--- config.mk ---
export PLATFORM = sky130hd
export DESIGN_NAME = conv_window_feeder
export DESIGN_NICKNAME = d
export VERILOG_FILES = /design/src/rtl/conv_pkg.sv /design/src/rtl/conv_line_buffer.sv /design/src/rtl/conv_window_feeder.sv
export SDC_FILE = /design/constraint.sdc
export NUM_CORES = 1
export LEC_CHECK = 0
export ABC_CLOCK_PERIOD_IN_PS = 4660
export BUFFER_PORTS_ARGS = -buffer_cell sky130_fd_sc_hd__buf_2
export CAP_MARGIN = 20
export CORE_MARGIN = 8
export CORE_UTILIZATION = 48
export CTS_BUF_LIST = sky130_fd_sc_hd__clkbuf_2
export CTS_CLUSTER_SIZE = 14
export DETAILED_ROUTE_END_ITERATION = 16
export PLACE_DENSITY = 0.68
export SLEW_MARGIN = 40
export SYNTH_ARGS = -nofsm -noshare
export SYNTH_HDL_FRONTEND = slang
export SYNTH_SLANG_ARGS = --single-unit
--- constraint.sdc ---
create_clock -name clk -period 4.66 [get_ports clk]
set_input_delay 0.233 -clock clk [delete_from_list [all_inputs] [get_ports clk]]
set_output_delay 0.233 -clock clk [all_outputs]
set_load 0.05 [all_outputs]
--- src/rtl/conv_pkg.sv ---
// rtl/conv_pkg.sv - shared pixel/row widths, feeder states and default kernel for the feeder and MAC
package conv_pkg;

    localparam int PIX_W = 8;
    localparam int ROW_W = 3 * PIX_W;

    typedef enum logic [1:0] {
        ACCEPT,
        EMIT0,
        EMIT1,
        EMIT2
    } state_t;

    // Laplacian: row0 in the top 24 bits, left weight in each row's MSB byte
    localparam logic [3*ROW_W-1:0] KERNEL_DEFAULT = 72'hFF_FF_FF_FF_08_FF_FF_FF_FF;

    function automatic logic [ROW_W-1:0] kernel_row(input logic [3*ROW_W-1:0] kernel,
                                                     input int idx);
        return kernel[3*ROW_W-1-idx*ROW_W -: ROW_W];
    endfunction

endpackage

--- src/rtl/conv_line_buffer.sv ---
// rtl/conv_line_buffer.sv - DEPTH-deep shift-on-enable delay line; tap is the sample DEPTH enables ago
module conv_line_buffer #(
    parameter int DEPTH = 8,
    parameter int WIDTH = 8
) (
    input  logic             clk,
    input  logic             en,
    input  logic [WIDTH-1:0] din,
    output logic [WIDTH-1:0] tap
);

    logic [WIDTH-1:0] mem [DEPTH];

    // Contents are deliberately left unreset; valid data is refilled before it is ever used.
    always_ff @(posedge clk) begin
        if (en) begin
            mem[0] <= din;
            for (int i = 1; i < DEPTH; i++) begin
                mem[i] <= mem[i-1];
            end
        end
    end

    assign tap = mem[DEPTH-1];

endmodule

--- src/rtl/conv_window_feeder.sv ---
// rtl/conv_window_feeder.sv - raster pixels in, three row beats per interior 3x3 window out
module conv_window_feeder
    import conv_pkg::*;
#(
    parameter int                  IMG_W  = 8,
    parameter logic [3*ROW_W-1:0]  KERNEL = KERNEL_DEFAULT
) (
    input  logic             clk,
    input  logic             rst,
    input  logic             sof,
    input  logic [PIX_W-1:0] pix_in,
    input  logic             pix_valid,
    output logic             pix_ready,
    output logic [ROW_W-1:0] data,
    output logic [ROW_W-1:0] weight,
    output logic             win_valid,
    output logic             win_first,
    output logic             busy
);

    localparam int COL_W = $clog2(IMG_W);

    state_t           state;
    state_t           state_next;
    logic [COL_W-1:0] col;
    logic [COL_W-1:0] cur_col;
    logic [COL_W-1:0] col_next;
    logic [1:0]       row;
    logic [1:0]       cur_row;
    logic [1:0]       row_next;
    logic             accept;
    logic             col_wrap;
    logic             complete;
    logic [PIX_W-1:0] tap_mid;
    logic [PIX_W-1:0] tap_top;
    logic [ROW_W-1:0] top_row;
    logic [ROW_W-1:0] mid_row;
    logic [ROW_W-1:0] bot_row;
    logic [ROW_W-1:0] top_next;
    logic [ROW_W-1:0] mid_next;
    logic [ROW_W-1:0] bot_next;
    logic [ROW_W-1:0] data_next;
    logic [ROW_W-1:0] weight_next;
    logic             valid_next;
    logic             first_next;

    assign accept = pix_valid & pix_ready;

    // sof re-anchors the accepted pixel at (0,0) before the window test
    assign cur_col  = sof ? '0 : col;
    assign cur_row  = sof ? '0 : row;
    assign col_wrap = (cur_col == COL_W'(IMG_W - 1));
    assign col_next = col_wrap ? '0 : cur_col + COL_W'(1);
    assign row_next = (col_wrap && cur_row != 2'd2) ? cur_row + 2'd1 : cur_row;
    assign complete = accept && (cur_row >= 2'd2) && (cur_col >= COL_W'(2));

    conv_line_buffer #(.DEPTH(IMG_W), .WIDTH(PIX_W)) u_lb_mid (
        .clk (clk),
        .en  (accept),
        .din (pix_in),
        .tap (tap_mid)
    );

    conv_line_buffer #(.DEPTH(IMG_W), .WIDTH(PIX_W)) u_lb_top (
        .clk (clk),
        .en  (accept),
        .din (tap_mid),
        .tap (tap_top)
    );

    assign top_next = {top_row[ROW_W-PIX_W-1:0], tap_top};
    assign mid_next = {mid_row[ROW_W-PIX_W-1:0], tap_mid};
    assign bot_next = {bot_row[ROW_W-PIX_W-1:0], pix_in};

    always_comb begin
        state_next = state;
        case (state)
            ACCEPT:  if (complete) state_next = EMIT0;
            EMIT0:   state_next = EMIT1;
            EMIT1:   state_next = EMIT2;
            EMIT2:   state_next = ACCEPT;
            default: state_next = ACCEPT;
        endcase
    end

    // No accepts happen while emitting, so the window regs double as the snapshot
    // taken at the completing accept and stay stable across all three beats.
    always_comb begin
        data_next   = '0;
        weight_next = '0;
        valid_next  = 1'b0;
        first_next  = 1'b0;
        case (state_next)
            EMIT0: begin
                data_next   = top_next;
                weight_next = kernel_row(KERNEL, 0);
                valid_next  = 1'b1;
                first_next  = 1'b1;
            end
            EMIT1: begin
                data_next   = mid_row;
                weight_next = kernel_row(KERNEL, 1);
                valid_next  = 1'b1;
            end
            EMIT2: begin
                data_next   = bot_row;
                weight_next = kernel_row(KERNEL, 2);
                valid_next  = 1'b1;
            end
            default: ;
        endcase
    end

    always_ff @(posedge clk or negedge rst) begin
        if (!rst) begin
            state     <= ACCEPT;
            col       <= '0;
            row       <= '0;
            top_row   <= '0;
            mid_row   <= '0;
            bot_row   <= '0;
            data      <= '0;
            weight    <= '0;
            win_valid <= 1'b0;
            win_first <= 1'b0;
            busy      <= 1'b0;
            pix_ready <= 1'b0;
        end else begin
            state     <= state_next;
            data      <= data_next;
            weight    <= weight_next;
            win_valid <= valid_next;
            win_first <= first_next;
            busy      <= valid_next;
            pix_ready <= (state_next == ACCEPT);
            if (accept) begin
                col     <= col_next;
                row     <= row_next;
                top_row <= top_next;
                mid_row <= mid_next;
                bot_row <= bot_next;
            end
        end
    end

endmodule

==> impl_metrics.sql <==
INSERT INTO impl_metrics (metric_group, metric, value, unit) VALUES
('finish', 'drive_gt1_share', '24.1', '%'),
('synthesis', 'synth-seq-area-share', '78.5', '%'),
('worst_setup_path', 'worstPathCellList', 'nand2_2, buf_4, inv_8, buf_4', ''),
('run', 'maxCapViolCount', '0', ''),
('worst_setup_path', 'critPathBufInv', '3', ''),
('power', 'intPower', '3.72', 'mW'),
('clock_tree', 'ctsRootBufferMaster', 'sky130_fd_sc_hd__clkbuf_2', ''),
('detailed_routing', 'routed_wl', '13.6', 'mm'),
('finish', 'fillers', '1397', ''),
('power', 'vdd.ir_drop.worst', '0.000348', 'V'),
('placed_design', 'place_worst_setup_slack', '2.07', 'ns'),
('power', 'post_layout_power', '6.24', 'mW'),
('worst_setup_path', 'setup.worst_path.end_class', 'flop', ''),
('synthesis', 'ys_top_cells_by_count', 'sky130_fd_sc_hd__nand2_1 (201), sky130_fd_sc_hd__edfxtp_1 (128), sky130_fd_sc_hd__dfrtp_1 (99)', ''),
('placed_design', 'place_congestion', '0.728', ''),
('clock_tree', 'cts_inserted_buffers', '53', ''),
('sta', 'rsz0062_at_grt', 'false', ''),
('clock_tree', 'clkSlewWorstSetupHoldPaths', '0.11', 'ns'),
('worst_setup_path', 'critical_path.reg2reg.endpoint', 'u_lb_mid.mem[0][30]$_DFFE_PP_', ''),
('synthesis', 'synthFlopType', 'sky130_fd_sc_hd__edfxtp_1', ''),
('synthesis', 'yosys_warnings', '0', ''),
('global_route', 'global_route_wire_length_before_repair', '22.6', 'mm'),
('global_route', 'grt-ovfl-total', '0', ''),
('synthesis', 'synth.top_cell.area_share', '47.7', '%'),
('worst_setup_path', 'regToRegStartpoint', 'pix_ready$_DFF_PN0_', ''),
('die', 'chip_height', '146', 'um'),
('synthesis', 'leading_cell_type_by_number_of_instances_after_synthesis', 'sky130_fd_sc_hd__nand2_1', ''),
('detailed_routing', 'post_drt_via_cell_ratio', '5.04', ''),
('finish', 'area_growth_syn_to_layout', '11.2', '%'),
('die', 'placement_rows', '47', ''),
('sta', 'timing_max_transition_violations_final', '0', ''),
('clock_tree', 'clockBufferDepth', '3', ''),
('synthesis', 'synth_area_per_cell', '14.4', 'um^2'),
('finish', 'finalCoreUtilization', '54.4', '%'),
('worst_setup_path', 'req_time_crit_path', '5.03', 'ns'),
('synthesis', 'post-synth-top-area-cell', 'sky130_fd_sc_hd__edfxtp_1', ''),
('worst_setup_path', 'worst_ep_arrival_time', '2.99', 'ns'),
('synthesis', 'syn_inst', '561', ''),
('sta', 'final.min_clock_period', '2.62', 'ns'),
('power', 'power.switching_fraction', '40.4', '%'),
('sta', 'hold_viol_final', '0', ''),
('status', 'run_status', 'finished clean', ''),
('power', 'power_share_of_the_combinational_group', '32.3', '%'),
('clock_tree', 'insertion_delay', '0.77', 'ns'),
('hold_path', 'worst_hold_path_class', 'input port to flop', ''),
('sta', 'fmaxAchievable', '382', 'MHz'),
('sta', 'finalSetupViolCount', '0', ''),
('worst_setup_path', 'critPathMostFrequentCell', 'sky130_fd_sc_hd__buf_4', ''),
('global_route', 'groute.usage.overall', '13.0', '%'),
('synthesis', 'syn-num-nets', '580', ''),
('synthesis', 'synthArstFlopShare', '43.6', '%'),
('worst_setup_path', 'setup_cp_type', 'flop to flop', ''),
('power', 'p_seq_share', '48.5', '%'),
('sta', 'max_slew.worst_pin.slew', '0.804', 'ns'),
('worst_setup_path', 'crit_family', 'buffers and inverters', ''),
('global_route', 'grt_pass1_vias', '4537', ''),
('detailed_routing', 'drcViolationCount', '0', ''),
('hold_path', 'hold_end', 'bot_row[17]$_DFFE_PN0P_', ''),
('worst_setup_path', 'rr_worst_depth', '4', ''),
('finish', 'nets', '664', ''),
('sta', 'skew', '0.0452', 'ns'),
('sta', 'setup_ws', '2.04', 'ns'),
('worst_setup_path', 'setup.worst_path.start_class', 'flop', ''),
('sta', 'timing.setup.tns', '0', 'ns'),
('detailed_routing', 'drtAntennaViolNets', '0', ''),
('detailed_routing', 'number_of_drc_violations_after_detailed_routing_iteration_0', '466', ''),
('clock_tree', 'h-tree-depth', '2', ''),
('sta', 'max_slew_margin', '46.4', '%'),
('hold_path', 'holdCritStartpoint', 'pix_valid', ''),
('die', 'die_area', '21200', 'um^2'),
('global_route', 'number_of_antenna_violations_at_the_first_check_in_global_routing', '1', '');
-- metal layers --
metal	up-vias	GRT usage (%)	wire length [um]
met1	2212	17.7	6050
li1	2130	-	-
met2	187	18.2	6100
met3	31	4.85	1160
met5	-	0	0
met4	0	5.62	265
-- cell usage in the layout (no fill, tap or decap) --
cell type / count
sky130_fd_sc_hd__a21oi_1: 24
sky130_fd_sc_hd__a21oi_4: 1
sky130_fd_sc_hd__a222oi_1: 24
sky130_fd_sc_hd__a31oi_1: 1
sky130_fd_sc_hd__and2_2: 1
sky130_fd_sc_hd__buf_12: 1
sky130_fd_sc_hd__buf_2: 62
sky130_fd_sc_hd__buf_4: 3
sky130_fd_sc_hd__buf_6: 1
sky130_fd_sc_hd__clkbuf_2: 84
sky130_fd_sc_hd__clkinv_1: 8
sky130_fd_sc_hd__clkinv_2: 1
sky130_fd_sc_hd__dfrtp_1: 99
sky130_fd_sc_hd__diode_2: 1
sky130_fd_sc_hd__dlygate4sd3_1: 11
sky130_fd_sc_hd__edfxtp_1: 128
sky130_fd_sc_hd__ha_1: 5
sky130_fd_sc_hd__ha_2: 2
sky130_fd_sc_hd__inv_1: 3
sky130_fd_sc_hd__inv_2: 2
sky130_fd_sc_hd__inv_8: 1
sky130_fd_sc_hd__nand2_1: 201
sky130_fd_sc_hd__nand2_2: 1
sky130_fd_sc_hd__nand2b_1: 1
sky130_fd_sc_hd__nand2b_4: 1
sky130_fd_sc_hd__nand3_1: 1
sky130_fd_sc_hd__nand3b_1: 1
sky130_fd_sc_hd__nand4_4: 1
sky130_fd_sc_hd__nor2_1: 2
sky130_fd_sc_hd__nor2b_1: 4
sky130_fd_sc_hd__nor2b_4: 1
sky130_fd_sc_hd__nor3_1: 1
sky130_fd_sc_hd__o211ai_1: 1
sky130_fd_sc_hd__o21ai_0: 2
sky130_fd_sc_hd__o2bb2ai_1: 1
sky130_fd_sc_hd__o31ai_1: 1
sky130_fd_sc_hd__or2_2: 1
sky130_fd_sc_hd__or2_4: 1
-- final cells by class --
cell class | instances | area, um^2 | area share [%]
Inverter | 5 | 26.3 | 0.293
Clock buffer | 84 | 420 | 4.69
Antenna cell | 1 | 2.50 | 0.0279
Tap cell | 220 | 275 | 3.07
Multi-Input combinational cell | 280 | 1400 | 15.6
Clock inverter | 10 | 38.8 | 0.433
Sequential cell | 227 | 6320 | 70.6
Timing Repair Buffer | 78 | 474 | 5.29
-- worst max-delay path by stage --
stage                        start                       endpoint  slack [ns]  depth (start not counted)
3_5_place_dp   pix_ready$_DFF_PN0_  u_lb_mid.mem[0][13]$_DFFE_PP_        2.07                          4
4_1_cts        pix_ready$_DFF_PN0_  u_lb_top.mem[3][13]$_DFFE_PP_        2.04                          4
2_1_floorplan  pix_ready$_DFF_PN0_   u_lb_mid.mem[0][0]$_DFFE_PP_        1.66                          3
5_1_grt        pix_ready$_DFF_PN0_  u_lb_top.mem[0][12]$_DFFE_PP_        1.86                          4
6_report       pix_ready$_DFF_PN0_  u_lb_mid.mem[0][30]$_DFFE_PP_        2.04                          4
3_3_place_gp   pix_ready$_DFF_PN0_   u_lb_mid.mem[0][6]$_DFFE_PP_        1.99                          4
-- cell families after synthesis --
logic type | share of synthesized area, %
AOI/OAI and AO/OA | 5.17
DFF | 78.5
and+or+nand+nor | 11.0
adders and majority gates | 1.09
buffers and inverters | 4.21
-- worst register-to-register path, delay by kind of cell (launching register included) --
kind	cells	cell delay [ns]
flops	1	0.38
buf+inv	3	1.77
simple gates	1	0.05
-- power groups by stage --
stage / Clock, mW / Combinational [mW] / Sequential (mW)
2_1_floorplan: 0 / 1.41 / 3.31
3_3_place_gp: 0 / 1.99 / 3.04
3_5_place_dp: 0 / 2.03 / 3.07
4_1_cts: 1.26 / 2.04 / 3.03
5_1_grt: 1.37 / 2.19 / 3.09
6_report: 1.20 / 2.02 / 3.03
-- flip-flops by register name, summed over array words and instances, names as in the netlist --
| register | cells |
|---|---|
| data | 24 |
| state | 2 |
| top_row | 16 |
| mid_row | 24 |
| row | 2 |
| win_first | 1 |
| bot_row | 24 |
| col | 3 |
| u_lb_top.mem | 64 |
| pix_ready | 1 |
| u_lb_mid.mem | 64 |
| weight | 2 |
-- per-stage QoR --
step / std cells / hold WS [ns] / area, um^2
global route: 905 / 0.106 / 8960
global placement: 798 / 0.195 / 8350
CTS: 904 / 0.0736 / 8950
finish: 905 / 0.159 / 8960
floorplan: 561 / -0.0626 / 8050
detailed placement: 798 / 0.207 / 8360
-- repair_timing --
item | CTS | global route
gates resized for setup | 0 | 0
hold buffers | 12 | 0
endpoints found under the hold margin | 55 | 0
Power figures use the tool's default switching activity.
